$ cat config.mk
export PLATFORM = sky130hd
export DESIGN_NAME = time_keeper
export DESIGN_NICKNAME = d
export VERILOG_FILES = /design/src/rtl/time_keeper.sv
export SDC_FILE = /design/constraint.sdc
export NUM_CORES = 1
export LEC_CHECK = 0
export CAP_MARGIN = 0
export CORE_MARGIN = 4
export CORE_UTILIZATION = 55
export DETAILED_ROUTE_END_ITERATION = 16
export PLACE_DENSITY = 0.76
export SLEW_MARGIN = 20
export SYNTH_ARGS = -nofsm -noshare
export SYNTH_HDL_FRONTEND = slang
export SYNTH_SLANG_ARGS = --single-unit
$ cat constraint.sdc
create_clock -name clock -period 2.2 [get_ports clock]
set_clock_uncertainty 0.1 [all_clocks]
set_input_delay 0.55 -clock clock [delete_from_list [all_inputs] [get_ports clock]]
set_output_delay 0.55 -clock clock [all_outputs]
set_load 0.02 [all_outputs]
$ cat src/rtl/time_keeper.sv
// time_keeper -- timekeeping front end of the clock display path.
//
// Divides the system clock into a one-second tick, keeps hours/minutes/seconds,
// lets the user set hours and minutes with two debounced push-buttons, and
// produces the digit-scan phase for the segment driver.
//
// Ports:
//   clock       in   1  system clock, all state on the rising edge
//   reset       in   1  asynchronous, active-low; clears every register
//   btn_mode    in   1  asynchronous button, active-high; cycles the set mode
//   btn_inc     in   1  asynchronous button, active-high; bumps the field being set
//   disp_sel    in   1  0 = HH:MM, 1 = MM:SS (used only in RUN)
//   data_show   out 12  {high field, low field}, each binary 0..59, registered
//   byte_status out  3  digit-scan phase 0..7, registered
//   set_mode    out  2  0 = RUN, 1 = SET_HOUR, 2 = SET_MIN, registered
module time_keeper #(
  parameter int DIV      = 12_000_000,
  parameter int SCAN_DIV = 12_000,
  parameter int DEBOUNCE = 120_000
) (
  input  logic        clock,
  input  logic        reset,
  input  logic        btn_mode,
  input  logic        btn_inc,
  input  logic        disp_sel,
  output logic [11:0] data_show,
  output logic [2:0]  byte_status,
  output logic [1:0]  set_mode
);

  localparam int PW = (DIV > 2) ? $clog2(DIV) : 1;
  localparam int SW = (SCAN_DIV > 1) ? $clog2(SCAN_DIV) : 1;
  localparam int DW = (DEBOUNCE > 1) ? $clog2(DEBOUNCE) : 1;

  localparam logic [PW-1:0] PRESC_LAST = PW'(DIV - 1);
  localparam logic [SW-1:0] SCAN_LAST  = SW'(SCAN_DIV - 1);
  localparam logic [DW-1:0] DEB_LAST   = DW'(DEBOUNCE - 1);

  typedef enum logic [1:0] {
    ST_RUN      = 2'd0,
    ST_SET_HOUR = 2'd1,
    ST_SET_MIN  = 2'd2,
    ST_BAD      = 2'd3
  } state_e;

  // Button vectors: bit 0 = mode, bit 1 = inc.
  logic [1:0]         sync1_q, sync1_d;
  logic [1:0]         sync2_q, sync2_d;
  logic [1:0]         level_q, level_d;
  logic [1:0]         prev_q, prev_d;
  logic [1:0]         press_q, press_d;
  logic [1:0]         armed_q, armed_d;
  logic [1:0][DW-1:0] deb_cnt_q, deb_cnt_d;
  // Becomes all-ones once the synchronizers hold real samples after reset.
  logic [1:0]         vld_q, vld_d;

  state_e             state_q, state_d;
  logic [PW-1:0]      presc_q, presc_d;
  logic [5:0]         sec_q, sec_d;
  logic [5:0]         min_q, min_d;
  logic [4:0]         hour_q, hour_d;
  logic [11:0]        data_show_q, data_show_d;
  logic [SW-1:0]      scan_cnt_q, scan_cnt_d;
  logic [2:0]         byte_status_q, byte_status_d;
  logic               tick_s;

  // Button synchronizers, debounce counters and press-pulse generation.
  always_comb begin
    sync1_d   = {btn_inc, btn_mode};
    sync2_d   = sync1_q;
    vld_d     = {vld_q[0], 1'b1};
    prev_d    = level_q;
    level_d   = level_q;
    armed_d   = armed_q;
    press_d   = 2'b00;
    deb_cnt_d = deb_cnt_q;
    for (int i = 0; i < 2; i++) begin
      // Count only while the synchronized level disagrees with the accepted one.
      if (sync2_q[i] != level_q[i]) begin
        if (deb_cnt_q[i] == DEB_LAST) begin
          level_d[i]   = sync2_q[i];
          deb_cnt_d[i] = {DW{1'b0}};
        end else begin
          deb_cnt_d[i] = deb_cnt_q[i] + DW'(1);
        end
      end else begin
        deb_cnt_d[i] = {DW{1'b0}};
      end
      // A button held through reset release must be seen low before it may
      // produce a press; the valid pipe keeps reset-value zeros from arming it.
      if (vld_q[1] && !sync2_q[i]) begin
        armed_d[i] = 1'b1;
      end else begin
        armed_d[i] = armed_q[i];
      end
      press_d[i] = armed_q[i] & level_q[i] & ~prev_q[i];
    end
  end

  // Prescaler, time counters, set-mode state machine, display mux and scan.
  always_comb begin
    state_d       = state_q;
    presc_d       = presc_q;
    sec_d         = sec_q;
    min_d         = min_q;
    hour_d        = hour_q;
    data_show_d   = data_show_q;
    scan_cnt_d    = scan_cnt_q;
    byte_status_d = byte_status_q;

    tick_s = (state_q == ST_RUN) && (presc_q == PRESC_LAST);

    // Prescaler is held at zero in any set mode so RUN restarts a full second.
    if (state_q != ST_RUN) begin
      presc_d = {PW{1'b0}};
    end else if (tick_s) begin
      presc_d = {PW{1'b0}};
    end else begin
      presc_d = presc_q + PW'(1);
    end

    if (tick_s) begin
      if (sec_q == 6'd59) begin
        sec_d = 6'd0;
        if (min_q == 6'd59) begin
          min_d  = 6'd0;
          hour_d = (hour_q == 5'd23) ? 5'd0 : hour_q + 5'd1;
        end else begin
          min_d = min_q + 6'd1;
        end
      end else begin
        sec_d = sec_q + 6'd1;
      end
    end else begin
      sec_d = sec_q;
    end

    // Mode press wins over an inc press arriving in the same cycle.
    case (state_q)
      ST_RUN: begin
        if (press_q[0]) begin
          state_d = ST_SET_HOUR;
        end else begin
          state_d = ST_RUN;
        end
      end
      ST_SET_HOUR: begin
        if (press_q[0]) begin
          state_d = ST_SET_MIN;
        end else if (press_q[1]) begin
          hour_d = (hour_q == 5'd23) ? 5'd0 : hour_q + 5'd1;
        end else begin
          state_d = ST_SET_HOUR;
        end
      end
      ST_SET_MIN: begin
        if (press_q[0]) begin
          state_d = ST_RUN;
          sec_d   = 6'd0;
        end else if (press_q[1]) begin
          min_d = (min_q == 6'd59) ? 6'd0 : min_q + 6'd1;
        end else begin
          state_d = ST_SET_MIN;
        end
      end
      default: begin
        state_d = ST_RUN;
      end
    endcase

    // Set modes always show HH:MM so the field being edited stays visible.
    case (state_q)
      ST_RUN: begin
        if (disp_sel) begin
          data_show_d = {min_q, sec_q};
        end else begin
          data_show_d = {1'b0, hour_q, min_q};
        end
      end
      default: begin
        data_show_d = {1'b0, hour_q, min_q};
      end
    endcase

    if (scan_cnt_q == SCAN_LAST) begin
      scan_cnt_d    = {SW{1'b0}};
      byte_status_d = byte_status_q + 3'd1;
    end else begin
      scan_cnt_d    = scan_cnt_q + SW'(1);
      byte_status_d = byte_status_q;
    end
  end

  // All state registers with asynchronous active-low clear.
  always_ff @(posedge clock or negedge reset) begin
    if (!reset) begin
      sync1_q       <= 2'b00;
      sync2_q       <= 2'b00;
      level_q       <= 2'b00;
      prev_q        <= 2'b00;
      press_q       <= 2'b00;
      armed_q       <= 2'b00;
      deb_cnt_q     <= {(2 * DW){1'b0}};
      vld_q         <= 2'b00;
      state_q       <= ST_RUN;
      presc_q       <= {PW{1'b0}};
      sec_q         <= 6'd0;
      min_q         <= 6'd0;
      hour_q        <= 5'd0;
      data_show_q   <= 12'd0;
      scan_cnt_q    <= {SW{1'b0}};
      byte_status_q <= 3'd0;
    end else begin
      sync1_q       <= sync1_d;
      sync2_q       <= sync2_d;
      level_q       <= level_d;
      prev_q        <= prev_d;
      press_q       <= press_d;
      armed_q       <= armed_d;
      deb_cnt_q     <= deb_cnt_d;
      vld_q         <= vld_d;
      state_q       <= state_d;
      presc_q       <= presc_d;
      sec_q         <= sec_d;
      min_q         <= min_d;
      hour_q        <= hour_d;
      data_show_q   <= data_show_d;
      scan_cnt_q    <= scan_cnt_d;
      byte_status_q <= byte_status_d;
    end
  end

  assign data_show   = data_show_q;
  assign byte_status = byte_status_q;
  assign set_mode    = state_q;

endmodule
==> results of run 1 <==
[synth_stat cells (all sizes together) (3+ instances only)]
master	number	area (um^2)
o21ai	12	71.3
nor2	84	320
nand3	29	145
xnor2	32	280
nor2b	4	25.0
or3	3	18.8
and2	3	18.8
or2	3	18.8
o2111ai	3	26.3
dfrtp	120	3000
nor4	10	75.1
nand2	40	166
nand4	22	138
clkbuf	8	30.0
xor2	38	333
inv	6	22.5
nor3	13	70.1
buf	5	51.3
and3	13	82.6
and4	7	61.3
o211ai	4	40.0
mux2	19	214
a21o	3	22.5
ha	8	100
[area by class of cell]
class                      instances  area [um^2]  share of cell area (%)
clock buffer                      17          414                    6.20
clock inverter                    15          140                    2.10
inverter                           6         22.5                   0.337
multi-input combinational        380         2510                    37.5
sequential                       120         3000                    45.0
tap                              133          166                    2.49
timing repair buffer              48          427                    6.39
[report_power, final]
group	total, uW	internal (uW)	switching [uW]
Clock	2570	1520	1050
Combinational	97.4	31.7	65.7
Sequential	2240	2220	13.3
Total	4910	3770	1130
[through the flow]
step,power (uW),TNS [ps],instances,cell area [um^2]
floorplan,2300,-97.7,519,5600
global placement,2370,-7.44,686,6090
detailed placement,2370,-1230,686,6090
CTS,4960,0,719,6660
global route,5080,-1.89,719,6680
finish,4910,0,719,6680
[worst max path at each step]
stage                               start                     to  slack, ps  cells after the start
3_5_place_dp         presc_q[1]$_DFF_PN0_   presc_q[2]$_DFF_PN0_        -60                      6
3_3_place_gp         presc_q[1]$_DFF_PN0_  presc_q[23]$_DFF_PN0_         -3                      6
2_1_floorplan     set_mode[0]$_DFFE_PN0P_  presc_q[10]$_DFF_PN0_         -8                      8
5_1_grt              presc_q[1]$_DFF_PN0_     sec_q[3]$_DFF_PN0_         -2                      6
4_1_cts        byte_status[1]$_DFFE_PN0N_         byte_status[1]         20                      1
6_report             presc_q[1]$_DFF_PN0_     sec_q[0]$_DFF_PN0_         80                      6
[worst register-to-register path, cell delays in order, from the launching register on]
cell	delay [ps]
dfrtp_1	400
ha_4	190
nand4_1	120
or4_4	480
or3_4	440
o21ai_4	210
nor2_1	80
[routing by layer]
layer	global-route usage, %	part of all wire [%]	up-vias
met5	0	0	-
met4	6.67	1.6	0
li1	-	-	1920
met1	25.2	45	1957
met3	5.57	3.6	16
met2	33.9	50	73
[what timing repair did]
| item | CTS | global route |
|---|---|---|
| endpoints found under the hold margin | 44 | 0 |
| setup buffers | 0 | 0 |
| hold buffers | 1 | 0 |
| gates resized for setup | 4 | 5 |
| endpoints found under the setup margin | 34 | 8 |
[flip-flops by register name (all words and copies together), names as in the netlist]
| signal | flops |
|---|---|
| prev_q | 2 |
| hour_q | 5 |
| level_q | 2 |
| sync2_q | 2 |
| byte_status | 3 |
| sec_q | 6 |
| scan_cnt_q | 14 |
| min_q | 6 |
| presc_q | 24 |
| armed_q | 2 |
| data_show | 12 |
| deb_cnt_q | 34 |
| sync1_q | 2 |
| vld_q | 2 |
| press_q | 2 |
| set_mode | 2 |
[cell families (layout without fill, tap and decap cells)]
kind of cell,count (synthesis),in the layout
xor gates and xnor gates,70,70
buffers and inverters,19,86
DFF,120,120
adders and majority gates,8,8
muxes,20,20
AOI/OAI and AO/OA,32,32
other,1,1
and+or+nand+nor,249,249
==> summary.txt, run 1 <==
Yosys
  – Number of synthesized flops with an enable pin: 0
  – Async SR Flop Fraction: 100%
  – Register bit total from synthesis: 120
  – Post-synthesis average cell area: roughly 11 um^2
  – Largest family of logic cells by synthesized area: simple AND/OR/NAND/NOR gates
  – Syn Inst Count: 519
  – Post-Synth XOR/XNOR Area: 11.0%
  – Register area share after synthesis: 53.8%
  – Synth Area in Compound Gates: about 4.1%
  – Yosys cell types: 53
  – Simple-Gate Fraction of Synth Area: 23.3%
  – Ys Warns: 0
  – Synth Flop Type: dfrtp_1
  – Post-Synth Adder-Cell Area: between 1.5 and 2%
  – Synth Net Count: 532
  – Mux cell area share after synthesis: 4.02%
  – Area of the mapped netlist: 0.00558 mm^2

Place
  – Setup WS pre-CTS: -57.4 ps
  – PortBufs: 21
  – Dpl hpwl: approximately 7300 um
  – GPL Wtd Cong: around 0.86

Clock network
  – H-tree levels: 4
  – CTS tree: yes
  – Max clock buf depth: 2
  – Clk_lat worst skew: 520 ps
  – Total clock sinks: 120
  – TritonCTS buffer count: 17
  – Root Buffer: clkbuf_8
  – Clock transition time at the flip-flop clock pins of the worst setup and hold paths: 60 ps

Cells and area
  – Antenna cell count: 0
  – Commonest non-fill, non-tap cells in the layout: dfrtp_1 (119), nor2_1 (81), nand2_1 (39)
  – Most common cell after layout, fill and taps aside: dfrtp_1
  – Nets@finish: 586
  – Share of post-route cells with drive strength above 1: 16.7%
  – FILL cells: 757
  – Layout Area Growth over Synthesis: 19.8%
  – Post-layout util: 68.0%

Die
  – IO Pins: 22
  – Die area: 0.0118 mm^2
  – Initial Utilization: 56.8%
  – Die Wd: 109 um
  – Rows: 36
  – Core area: a little under 0.01 mm^2
  – Die Ht: between 100 and 150 um

Setup path
  – CP max stage delay: roughly 480 ps
  – Data required time at the worst endpoint: 2500 ps
  – CP max FO: 7
  – CP max-delay cell: or4_4
  – R2r endpoint: sec_q[0]$_DFF_PN0_
  – R2R depth: 6
  – Worst reg2reg path startpoint: presc_q[1]$_DFF_PN0_
  – CP delay by family, top: simple AND/OR/NAND/NOR gates
  – Critical path class: reg2reg
  – WP data arrival: 2420 ps
  – Crit-path cells: ha_4 -> nand4_1 -> or4_4 -> or3_4 -> o21ai_4 -> nor2_1
  – WP buf/inv: 0
  – CP Capture Type: flip-flop
  – R2R setup slack: 80 ps
  – Crit path launch type: flip-flop

Route
  – Total wire length: 10800 um
  – Post-route ant nets: 0
  – Post-route DRC: 0
  – DR vias: 3966
  – DR WL/cell: 15.0 um
  – Initial DRC Count: ~220
  – Router iterations before antenna repair: 4
  – Post-DR vias/cell: 5.52

STA
  – Final WS setup: 78.5 ps
  – Final setup vio count: 0
  – Achievable Freq: 471 MHz
  – Tightest Pin Transition: 625 ps
  – Fin. max-slew vios: 0
  – RSZ-0062 raised after global routing: yes
  – Min Hold Slack: approximately 250 ps
  – Relative slew slack: 58.3%
  – Hold Vio Cnt, Final: 0
  – Final min period: 2120 ps
  – Final period util: 96.4%

Global route
  – Total Routing Usage GR: 20.1%
  – Largest net degree at the start of global routing: 49
  – Initial antenna violation count: 0
  – Vias in the first global route: about 4100
  – Grt ovf: 0
  – Global-route wire length before repair: 18700 um

Hold path
  – Min-Delay Path Class: reg2reg
  – Hold depth: 0
  – Hold endpoint: vld_q[1]$_DFF_PN0_
  – Min-Delay Startpoint: vld_q[0]$_DFF_PN0_

Run status
  – Outcome: complete, no violations

Power
  – Power per Cell Area: roughly 730 mW/mm^2
  – P_leak: slightly above 0.003 uW
  – Max VDD drop: approximately 0.6 mV

Job
  – Max Cap Violations: 0
Note: power is estimated with default switching activity, not from simulation.
==> run 2, diff against run 1 <==
--- a/config.mk
+++ b/config.mk
@@ -7,9 +7,8 @@
 export LEC_CHECK = 0
 export CAP_MARGIN = 0
 export CORE_MARGIN = 4
-export CORE_UTILIZATION = 55
+export CORE_UTILIZATION = 30
 export DETAILED_ROUTE_END_ITERATION = 16
-export PLACE_DENSITY = 0.76
 export SLEW_MARGIN = 20
 export SYNTH_ARGS = -nofsm -noshare
 export SYNTH_HDL_FRONTEND = slang
==> run 2 against run 1 <==
Effect of this change:
- final cell count is 13% higher
- sequential share of layout area is 1.1 points lower
- utilization is 30 points lower
- fmax is 0.53% higher
- worst hold slack worse by 230 ps
- sequential power hardly changed
- clock-buffer cell count is 8 higher
- critical path depth stayed put
- global-route usage is 8.6 points lower
- wire length is 0.57% higher
- via count is 0.35% higher
- largest cell class unchanged
- largest power group unchanged
==> summary.txt, run 2 (synthesis gave the netlist of run 1 again) <==
STA
  – Min Hold Slack: 23.9 ps (-228 ps)
  – Final period util: 95.9% (-0.51 points)
  – Final setup vio count: 0 (unchanged)
  – Final min period: 2110 ps (-11.2 ps)
  – Setup TNS: 0 ps (unchanged)
  – Relative slew slack: 61.7% (+3.4 points)
  – Achievable Freq: 474 MHz (+0.53%)
  – Fin. max-slew vios: 0 (unchanged)
  – Final WS setup: 89.7 ps (+11.2 ps)
  – RSZ-0062 raised after global routing: no
  – Tightest Pin Transition: 570 ps (-55.3 ps)
  – Hold Vio Cnt, Final: 0 (unchanged)

Clock network
  – Clock transition time at the flip-flop clock pins of the worst setup and hold paths: 50 ps (about the same)
  – CTS tree: yes
  – CTS hold repair buffers: 0 (-1)
  – H-tree levels: 4 (unchanged)
  – Root Buffer: clkbuf_16
  – Total clock sinks: 120 (unchanged)
  – TritonCTS buffer count: 17 (unchanged)
  – Clk_lat worst skew: 410 ps (-110 ps)
  – Max clock buf depth: 2 (unchanged)
  – Post-CTS Setup Inserts: 0 (unchanged)

Cells and area
  – Antenna cell count: 0 (unchanged)
  – Most flops, register: deb_cnt_q
  – Share of post-route cells with drive strength above 1: 16.2% (-0.48 points)
  – Nets@finish: 586 (unchanged)
  – Max reg flops: 34 (unchanged)
  – Area of the multi-input gates: 0.00251 mm^2 (unchanged)
  – Most common cell after layout, fill and taps aside: dfrtp_1
  – Layout Area Growth over Synthesis: 22.7%
  – Sequential Area: 0.00300 mm^2 (unchanged)
  – Post-layout util: 37.7% (-30 points)
  – Commonest non-fill, non-tap cells in the layout: dfrtp_1 (119), nor2_1 (81), nand2_1 (39)
  – FILL cells: 1753 (+130%)
  – Biggest regs: deb_cnt_q (34), presc_q (24), scan_cnt_q (14)
  – Fin cells: 814 (+13%)

Die
  – Die Ht: 144 um (+33%)
  – Initial Utilization: 30.7% (-26 points)
  – Die area: 0.0208 mm^2 (+76%)
  – Die Wd: 144 um (+33%)
  – Rows: 49 (+36%)
  – Core area: 0.0181 mm^2 (+85%)
  – IO Pins: 22 (unchanged)

Place
  – Placed insts: 783 (+14%)
  – GPL Wtd Cong: 0.818 (-4.6%)
  – Setup WS pre-CTS: -59.1 ps (-1.71 ps)
  – Dpl hpwl: 7400 um (+1.6%)
  – PortBufs: 21 (unchanged)

Setup path
  – CP max stage delay: 480 ps (about the same)
  – WP data arrival: 2290 ps (-130 ps)
  – R2R setup slack: 90 ps (about the same)
  – Critical path class: reg2reg
  – Data required time at the worst endpoint: 2380 ps (-120 ps)
  – Crit-path cells: ha_4 -> nand4_1 -> or4_4 -> or3_4 -> o21ai_4 -> nor2_1
  – CP Capture Type: flip-flop
  – Crit path launch type: flip-flop
  – CP max-delay cell: or4_4
  – CP max FO: 7 (unchanged)

Run status
  – Outcome: complete, no violations

Power
  – P_leak: 0.00302 uW (-0.49%)
  – Max VDD drop: 0.358 mV (-40%)
  – Power per Cell Area: 742 mW/mm^2 (+1.1%)

Route
  – Post-DR vias/cell: 4.89 (-11%)
  – Router iterations before antenna repair: 6 (+2)
  – DR vias: 3980 (+0.35%)
  – Total wire length: 10800 um (+0.57%)
  – Post-route DRC: 0 (unchanged)
  – Initial DRC Count: 244 (+13%)
  – DR WL/cell: 13.3 um (-11%)
  – Post-route ant nets: 0 (unchanged)

Global route
  – Total Routing Usage GR: 11.6% (-8.6 points)
  – Largest net degree at the start of global routing: 51 (+4.1%)
  – Grt ovf: 0 (unchanged)
  – Vias in the first global route: 4114 (+1.1%)
  – Global-route wire length before repair: 19500 um (+4.3%)
  – Initial antenna violation count: 0 (unchanged)

Job
  – Max Cap Violations: 0 (unchanged)

Hold path
  – Min-Delay Path Class: in2async
run 2: cell types whose count changed in the layout (fill, tap and decap cells not counted), moves of 2 or more:
cell             change
clkbuf_1             +3
clkbuf_8             +4
clkdlybuf4s50_1      +3
clkinvlp_4           -2
dlymetal6s2s_1       -2
inv_6                -8
run 2: what timing repair did:
action / in CTS / in global routing
pin swaps: 0 / 1
endpoints found under the setup margin: 33 / 8
gates resized for setup: 3 / 3
run 2: routing by layer:
metal	routed length [um]	track usage [%]	vias up
li1	-	-	1911
met1	4930	14.4	1993
met2	5370	19.4	60
met3	312	2.98	16
met4	205	4.42	0
met5	0	0	-
run 2: area by class of cell:
cell class                      instances  area share (%)
Timing Repair Buffer                   48            6.32
Sequential cell                       120            43.9
Clock inverter                          6            1.30
Tap cell                              229            4.18
Inverter                                6           0.329
Multi-Input combinational cell        380            36.6
Clock buffer                           25            7.38
run 2: worst max-delay path: cells and delay by family, from the launching register on:
| family | cells | cell delay (ps) |
|---|---|---|
| AO/OA/AOI/OAI | 1 | 190 |
| AND/OR/NAND/NOR | 4 | 1120 |
| adder cells (fa/ha/maj) | 1 | 180 |
| flip-flops | 1 | 390 |
run 2: path summary, 6_finish.rpt:
path / cells after the start / start / to
hold reg to reg: 0 / sync1_q[1]$_DFF_PN0_ / sync2_q[1]$_DFF_PN0_
hold / removal: 1 / reset / scan_cnt_q[11]$_DFF_PN0_
setup / recovery: 6 / presc_q[1]$_DFF_PN0_ / sec_q[3]$_DFF_PN0_
setup reg to reg: 6 / presc_q[1]$_DFF_PN0_ / sec_q[3]$_DFF_PN0_
max in group asynchronous: 2 / reset / set_mode[0]$_DFFE_PN0P_
min in group clock: 0 / sync1_q[1]$_DFF_PN0_ / sync2_q[1]$_DFF_PN0_
run 2: power by group:
| part | total, uW | switching (uW) | internal, uW |
|---|---|---|---|
| sequential | 2240 | 13.1 | 2220 |
| clock | 2750 | 941 | 1810 |
| combinational | 94.4 | 64.7 | 29.7 |
run 2: metrics by stage:
stage / power (uW) / area [um^2]
floorplan: 2300 / 5600
CTS: 5160 / 6830
global route: 5290 / 6850
global placement: 2370 / 6230
finish: 5080 / 6850
detailed placement: 2370 / 6230
